==> config.mk <==
export PLATFORM = sky130hd
export DESIGN_NAME = if_fetch_stage
export DESIGN_NICKNAME = d
export VERILOG_FILES = /design/src/rtl/if_fetch_stage.sv
export SDC_FILE = /design/constraint.sdc
export NUM_CORES = 1
export LEC_CHECK = 0
export BUFFER_PORTS_ARGS = -buffer_cell sky130_fd_sc_hd__buf_2
export CAP_MARGIN = 20
export CORE_MARGIN = 2
export CORE_UTILIZATION = 50
export CTS_BUF_LIST = sky130_fd_sc_hd__clkbuf_16
export CTS_CLUSTER_DIAMETER = 50
export CTS_CLUSTER_SIZE = 10
export DETAILED_ROUTE_END_ITERATION = 16
export PLACE_DENSITY = 0.76
export SETUP_SLACK_MARGIN = 0.2
export SYNTH_ARGS = -nofsm -noshare
export SYNTH_HDL_FRONTEND = slang
export SYNTH_SLANG_ARGS = --single-unit
==> constraint.sdc <==
create_clock -name clk -period 2.7 [get_ports clk]
set_input_delay 0.135 -clock clk [delete_from_list [all_inputs] [get_ports clk]]
set_output_delay 0.135 -clock clk [all_outputs]
set_load 0.005 [all_outputs]
==> src/rtl/if_fetch_stage.sv <==
// ---------------------------------------------------------------------------
// if_fetch_stage
//
// Instruction fetch stage feeding the decode (ID) stage.
//   * Owns the program counter and issues at most one instruction-memory
//     request at a time (request / grant / response handshake).
//   * Drives the IF/ID pipeline register (id_pc, id_inst, id_valid).
//   * Honours a decode stall (rest_from_id) by holding IF/ID and parking a
//     response that arrives during the stall in a one-entry buffer.
//   * Honours an EX redirect (jump_en / jump_pc) by flushing IF/ID, dropping
//     any parked instruction and discarding a response that is still in
//     flight.
//
// Ports
//   clk           in   clock, rising edge
//   rst_n         in   asynchronous active-low reset
//   rest_from_id  in   decode stall, IF/ID holds
//   jump_en       in   redirect from EX
//   jump_pc       in   redirect target (bits [1:0] ignored)
//   imem_req      out  fetch request valid
//   imem_addr     out  fetch address
//   imem_gnt      in   request accepted this cycle
//   imem_rvalid   in   response valid
//   imem_rdata    in   fetched instruction
//   id_pc         out  PC of instruction in IF/ID
//   id_inst       out  instruction in IF/ID
//   id_valid      out  IF/ID holds a real instruction
// ---------------------------------------------------------------------------
module if_fetch_stage #(
    parameter int                   PC_WIDTH = 64,
    parameter logic [PC_WIDTH-1:0]  RESET_PC = 64'h8000_0000,
    parameter logic [31:0]          NOP_INST = 32'h0000_0013
) (
    input  logic                clk,
    input  logic                rst_n,
    input  logic                rest_from_id,
    input  logic                jump_en,
    input  logic [PC_WIDTH-1:0] jump_pc,
    output logic                imem_req,
    output logic [PC_WIDTH-1:0] imem_addr,
    input  logic                imem_gnt,
    input  logic                imem_rvalid,
    input  logic [31:0]         imem_rdata,
    output logic [PC_WIDTH-1:0] id_pc,
    output logic [31:0]         id_inst,
    output logic                id_valid
);

    // FETCH : request outstanding on the bus, waiting for a grant
    // WAIT  : granted, waiting for the single response
    // HOLD  : response parked in the buffer because decode is stalled;
    //         being in HOLD is what marks the buffer as occupied
    typedef enum logic [1:0] {
        FETCH = 2'd0,
        WAIT  = 2'd1,
        HOLD  = 2'd2
    } state_t;

    state_t                state_reg,       state_next;
    logic [PC_WIDTH-1:0]   pc_reg,          pc_next;
    logic [PC_WIDTH-1:0]   inflight_pc_reg, inflight_pc_next;
    logic                  kill_reg,        kill_next;
    logic [PC_WIDTH-1:0]   buf_pc_reg,      buf_pc_next;
    logic [31:0]           buf_inst_reg,    buf_inst_next;
    logic [PC_WIDTH-1:0]   id_pc_reg,       id_pc_next;
    logic [31:0]           id_inst_reg,     id_inst_next;
    logic                  id_valid_reg,    id_valid_next;

    // An instruction that is ready to enter IF/ID this cycle
    logic                  load_avail;
    logic [PC_WIDTH-1:0]   load_pc;
    logic [31:0]           load_inst;

    logic [PC_WIDTH-1:0]   jump_pc_aligned;

    assign jump_pc_aligned = {jump_pc[PC_WIDTH-1:2], 2'b00};

    // ------------------------------------------------------------------
    // Next-state / datapath
    // ------------------------------------------------------------------
    always_comb begin
        state_next       = state_reg;
        pc_next          = pc_reg;
        inflight_pc_next = inflight_pc_reg;
        kill_next        = kill_reg;
        buf_pc_next      = buf_pc_reg;
        buf_inst_next    = buf_inst_reg;
        load_avail       = 1'b0;
        load_pc          = inflight_pc_reg;
        load_inst        = imem_rdata;

        case (state_reg)
            FETCH: begin
                if (imem_gnt) begin
                    inflight_pc_next = pc_reg;
                    // Natural wrap modulo 2^PC_WIDTH
                    pc_next          = pc_reg + PC_WIDTH'(4);
                    state_next       = WAIT;
                end
            end

            WAIT: begin
                if (imem_rvalid) begin
                    if (kill_reg) begin
                        // Response belongs to a squashed fetch
                        kill_next  = 1'b0;
                        state_next = FETCH;
                    end else if (!rest_from_id) begin
                        load_avail = 1'b1;
                        load_pc    = inflight_pc_reg;
                        load_inst  = imem_rdata;
                        state_next = FETCH;
                    end else begin
                        buf_pc_next   = inflight_pc_reg;
                        buf_inst_next = imem_rdata;
                        state_next    = HOLD;
                    end
                end
            end

            HOLD: begin
                if (!rest_from_id) begin
                    load_avail = 1'b1;
                    load_pc    = buf_pc_reg;
                    load_inst  = buf_inst_reg;
                    state_next = FETCH;
                end
            end

            default: begin
                state_next = FETCH;
            end
        endcase

        // Redirect overrides everything above.
        if (jump_en) begin
            pc_next    = jump_pc_aligned;
            load_avail = 1'b0;
            case (state_reg)
                FETCH: begin
                    // A grant in the same cycle still launches a request on
                    // the bus; its response has to be thrown away, and the
                    // grant must not advance the new PC.
                    if (imem_gnt) begin
                        kill_next  = 1'b1;
                        state_next = WAIT;
                    end else begin
                        state_next = FETCH;
                    end
                end
                WAIT: begin
                    if (imem_rvalid) begin
                        // Response arrives together with the redirect:
                        // drop it now, nothing left in flight.
                        kill_next  = 1'b0;
                        state_next = FETCH;
                    end else begin
                        kill_next  = 1'b1;
                        state_next = WAIT;
                    end
                end
                default: begin
                    // HOLD: parked instruction is on the wrong path
                    state_next = FETCH;
                end
            endcase
        end
    end

    // ------------------------------------------------------------------
    // IF/ID register update: flush > stall hold > load > bubble
    // ------------------------------------------------------------------
    always_comb begin
        id_pc_next    = id_pc_reg;
        id_inst_next  = id_inst_reg;
        id_valid_next = id_valid_reg;

        if (jump_en) begin
            id_inst_next  = NOP_INST;
            id_valid_next = 1'b0;
        end else if (rest_from_id) begin
            id_pc_next    = id_pc_reg;
            id_inst_next  = id_inst_reg;
            id_valid_next = id_valid_reg;
        end else if (load_avail) begin
            id_pc_next    = load_pc;
            id_inst_next  = load_inst;
            id_valid_next = 1'b1;
        end else begin
            id_inst_next  = NOP_INST;
            id_valid_next = 1'b0;
        end
    end

    // ------------------------------------------------------------------
    // State registers
    // ------------------------------------------------------------------
    always_ff @(posedge clk or negedge rst_n) begin
        if (!rst_n) begin
            state_reg       <= FETCH;
            pc_reg          <= RESET_PC;
            inflight_pc_reg <= '0;
            kill_reg        <= 1'b0;
            buf_pc_reg      <= '0;
            buf_inst_reg    <= NOP_INST;
            id_pc_reg       <= '0;
            id_inst_reg     <= NOP_INST;
            id_valid_reg    <= 1'b0;
        end else begin
            state_reg       <= state_next;
            pc_reg          <= pc_next;
            inflight_pc_reg <= inflight_pc_next;
            kill_reg        <= kill_next;
            buf_pc_reg      <= buf_pc_next;
            buf_inst_reg    <= buf_inst_next;
            id_pc_reg       <= id_pc_next;
            id_inst_reg     <= id_inst_next;
            id_valid_reg    <= id_valid_next;
        end
    end

    // ------------------------------------------------------------------
    // Outputs
    // ------------------------------------------------------------------
    // Qualified with rst_n so no request is visible while reset is held,
    // even though the state register already sits in FETCH.
    assign imem_req  = rst_n && (state_reg == FETCH);
    assign imem_addr = pc_reg;
    assign id_pc     = id_pc_reg;
    assign id_inst   = id_inst_reg;
    assign id_valid  = id_valid_reg;

endmodule
==> Implementation_results.wiki <==
{| class="wikitable"
! Metric !! Value
|-
| Post-layout net count || 1710
|-
| Number of clock sinks || 316
|-
| Number of instances in the synthesized netlist || 1232
|-
| CTS HTree Levels || 2
|-
| Rel. slew slack || 0.521
|-
| Residual antenna-violating net count after detailed routing || 0
|-
| Die width || 172 um
|-
| # rows || 61
|-
| Fraction of synthesized cell area taken by the top area cell type || 0.549
|-
| Avg Cell Area, Syn || 11.4 sq um
|-
| Area of the mapped netlist || 0.0141 sq mm
|-
| Final period demand of the worst path || 2.47 ns
|-
| Crit Path Max Fanout || 8
|-
| Type of origin of the critical path || register
|-
| Initial standard-cell utilization of the core || 0.507
|-
| Peak VDD IR || 0.000619 V
|-
| R2R Path Start || state_reg[0]
|-
| Die H || 172 um
|-
| Wire length of the first global-routing pass || 59.9 mm
|-
| Worst min-delay path class || in -> async
|-
| Die outline area || 0.0295 sq mm
|-
| CTS Root Buffer Type || sky130_fd_sc_hd__clkbuf_16
|-
| Max frequency || 405 MHz
|-
| Cts bufs inserted || 40
|-
| TritonCTS clock tree || done
|-
| Start-to-end type of the worst setup path || reg -> reg
|-
| DR vias || 11100
|-
| Req. time, crit path || 3.13 ns
|-
| Synthesis-stage register bit count || 316
|-
| Number of top-level design ports || 264
|-
| Leakage power of the design || 8.23 nW
|-
| Endpoint kind of the worst setup timing path || register
|-
| Hold Vio Cnt, Final || 0
|-
| Number of antenna violations at the first check in global routing || 0
|-
| Depth of the worst register-to-register path || 7
|-
| Unrepaired setup endpoints after global routing || yes
|-
| Sum Neg Setup Slack || 0 ns
|-
| DRC violations left || 0
|-
| Ys flop type || sky130_fd_sc_hd__dfrtp_1
|-
| Area after DPL || 0.0160 sq mm
|-
| Std-Cell Core Area || 0.0278 sq mm
|-
| Pin count of the biggest net entering global routing || 124
|-
| Post-DP HPWL || 24.5 mm
|-
| Clk_lat worst skew || 0.52 ns
|-
| Reported max-cap violation count || 0
|-
| Final count of pins violating max slew || 0
|-
| CP arrival || 2.90 ns
|-
| Final critical-path share of the clock period || 0.914
|-
| Post-detailed-route wirelength per cell || 19.2 um
|-
| Post-detailed-route via-to-cell ratio || 5.54
|-
| Final Cell Area || 0.0182 sq mm
|-
| Total gr overflow || 0
|-
| Synth async-reset ratio || 1.00
|-
| Final weighted congestion in routability-driven placement || 0.833
|-
| Final setup violation count || 0
|-
| Top cells by area in the synthesized netlist || sky130_fd_sc_hd__dfrtp_1 (55%), sky130_fd_sc_hd__mux2_2 (12%), sky130_fd_sc_hd__mux2i_1 (7.2%)
|-
| Slew at the pin closest to its max-slew limit || 0.718 ns
|-
| Setup slack on the worst flop-to-flop path || 0.23 ns
|-
| Sequential area share after synthesis || 0.563
|-
| Clock tree buffer depth || 3
|-
| Input/output buffers || 257
|-
| Outcome || completed
|-
| Global router's overall resource usage || 0.258
|-
| Area delta synth->final || 29.2%
|-
| Reg clk slew, reported paths || 0.06 ns
|-
| Power per Cell Area || 877 mW/mm^2
|-
| First-pass DRT Iterations || 5
|-
| Skew final || 0.0187 ns
|-
| Vias in the first global route || 11300
|-
| Count of warnings emitted by yosys || 0
|-
| Total power after layout || 16.0 mW
|-
| Layout cells sized above 1 || 0.327
|-
| Reg-to-Reg End || imem_addr[43]
|-
| Diode count || 0
|-
| Netlist cell types || 44
|-
| Number of synthesized flops with an enable pin || 0
|-
| WL final || 38.5 mm
|-
| Count of routing violations after the opening detailed-route iteration || 769
|-
| Top cell type by total area after synthesis || sky130_fd_sc_hd__dfrtp_1
|}
routing by layer:
layer  vias to the layer above  GRT usage  share of wire
met3                        90     0.0525          0.065
met2                       394      0.437           0.50
met5                         -          0              0
met4                         0     0.0921          0.030
met1                      5508      0.330           0.41
li1                       5127          -              -
kinds of logic after synthesis:
family / after synthesis / synth area share
AO/OA/AOI/OAI: 178 / 0.0696
XOR/XNOR: 36 / 0.0224
adder cells (fa/ha/maj): 4 / 0.00356
buffers and inverters: 86 / 0.0247
flip-flops: 316 / 0.563
multiplexers: 255 / 0.195
other: 1 / 0.000266
AND/OR/NAND/NOR: 356 / 0.122
through the flow:
stage	setup WS (ns)	util	hold slack, ns	cells
after floorplan	0.144	-	-0.161	1235
after global placement	0.172	0.575	0.0362	1838
after detailed placement	0.127	0.575	0.0399	1838
after CTS	0.200	0.653	0.0870	2003
after global routing	0.153	0.655	0.113	2006
final	0.232	0.655	0.0870	2006
cells in the final DEF (no fill, tap or decap), drive strengths merged, types with 11 or more instances in the layout:
cell         instances
dfrtp              309
buf                307
nand2              174
mux2               154
o21ai              143
mux2i              101
dlygate4sd3         96
clkbuf              41
nand4               37
nand3               33
nor2                26
inv                 26
nor4                22
xor2                20
xnor2               16
a31oi               14
nor3                11
nor2b               11
or3                 11
worst max-delay path, cell delays in order (launching register included):
cell and delay (ns):
sky130_fd_sc_hd__dfrtp_1 0.40, sky130_fd_sc_hd__inv_2 0.09, sky130_fd_sc_hd__ha_1 0.17, sky130_fd_sc_hd__nand4_1 0.13
sky130_fd_sc_hd__or3_4 0.37, sky130_fd_sc_hd__or4_4 0.61, sky130_fd_sc_hd__or4_4 0.44, sky130_fd_sc_hd__a31oi_1 0.17
area by class of cell:
type / count / area (sq um)
fillers: 2093 / 9600
flip-flops and latches: 316 / 7920
multi-input cells: 833 / 5870
repair buffers: 403 / 2700
clock buffers: 41 / 1030
well taps: 378 / 473
clock inverters: 25 / 165
inverters: 10 / 37.5
power by group:
group / total (mW) / switching, mW / internal, mW
Combinational: 3.70 / 1.66 / 2.04
Clock: 4.84 / 1.93 / 2.91
Sequential: 7.42 / 1.06 / 6.36
Total: 16.0 / 4.64 / 11.3
cell usage after synthesis, types with 7 or more instances:
master                     instances
sky130_fd_sc_hd__nor2_1           26
sky130_fd_sc_hd__a31oi_1          14
sky130_fd_sc_hd__or3_1            11
sky130_fd_sc_hd__o21ai_0         143
sky130_fd_sc_hd__dfrtp_1         309
sky130_fd_sc_hd__or4_1             9
sky130_fd_sc_hd__mux2i_1         101
sky130_fd_sc_hd__mux2_2          154
sky130_fd_sc_hd__dfstp_2           7
sky130_fd_sc_hd__nand4_1          36
sky130_fd_sc_hd__nor4_1           22
sky130_fd_sc_hd__nor3_1           11
sky130_fd_sc_hd__clkbuf_1         63
sky130_fd_sc_hd__xor2_1           20
sky130_fd_sc_hd__xnor2_1          16
sky130_fd_sc_hd__nand2_1         174
sky130_fd_sc_hd__nand3_1          33
sky130_fd_sc_hd__nor2b_1          11
sky130_fd_sc_hd__inv_1            10
timing repair:
action,4_1_cts,5_1_grt
gates cloned,0,0
endpoints found under the setup margin,8,8
setup buffers,3,3
pin swaps,2,2
endpoints found under the hold margin,199,0
resized for setup,3,3
hold buffers,96,0
worst max-delay path by stage:
stage	cells after the start	from	to	slack, ns
final	7	state_reg[0]	imem_addr[43]	0.23
after global routing	7	state_reg[0]	imem_addr[43]	0.15
after CTS	7	state_reg[0]	imem_addr[39]	0.20
after detailed placement	5	imem_addr[17]	imem_addr[45]	0.13
after global placement	8	state_reg[0]	imem_addr[56]	0.17
after floorplan	10	state_reg[0]	imem_addr[45]	0.14
(Power assumes the default switching activity.)
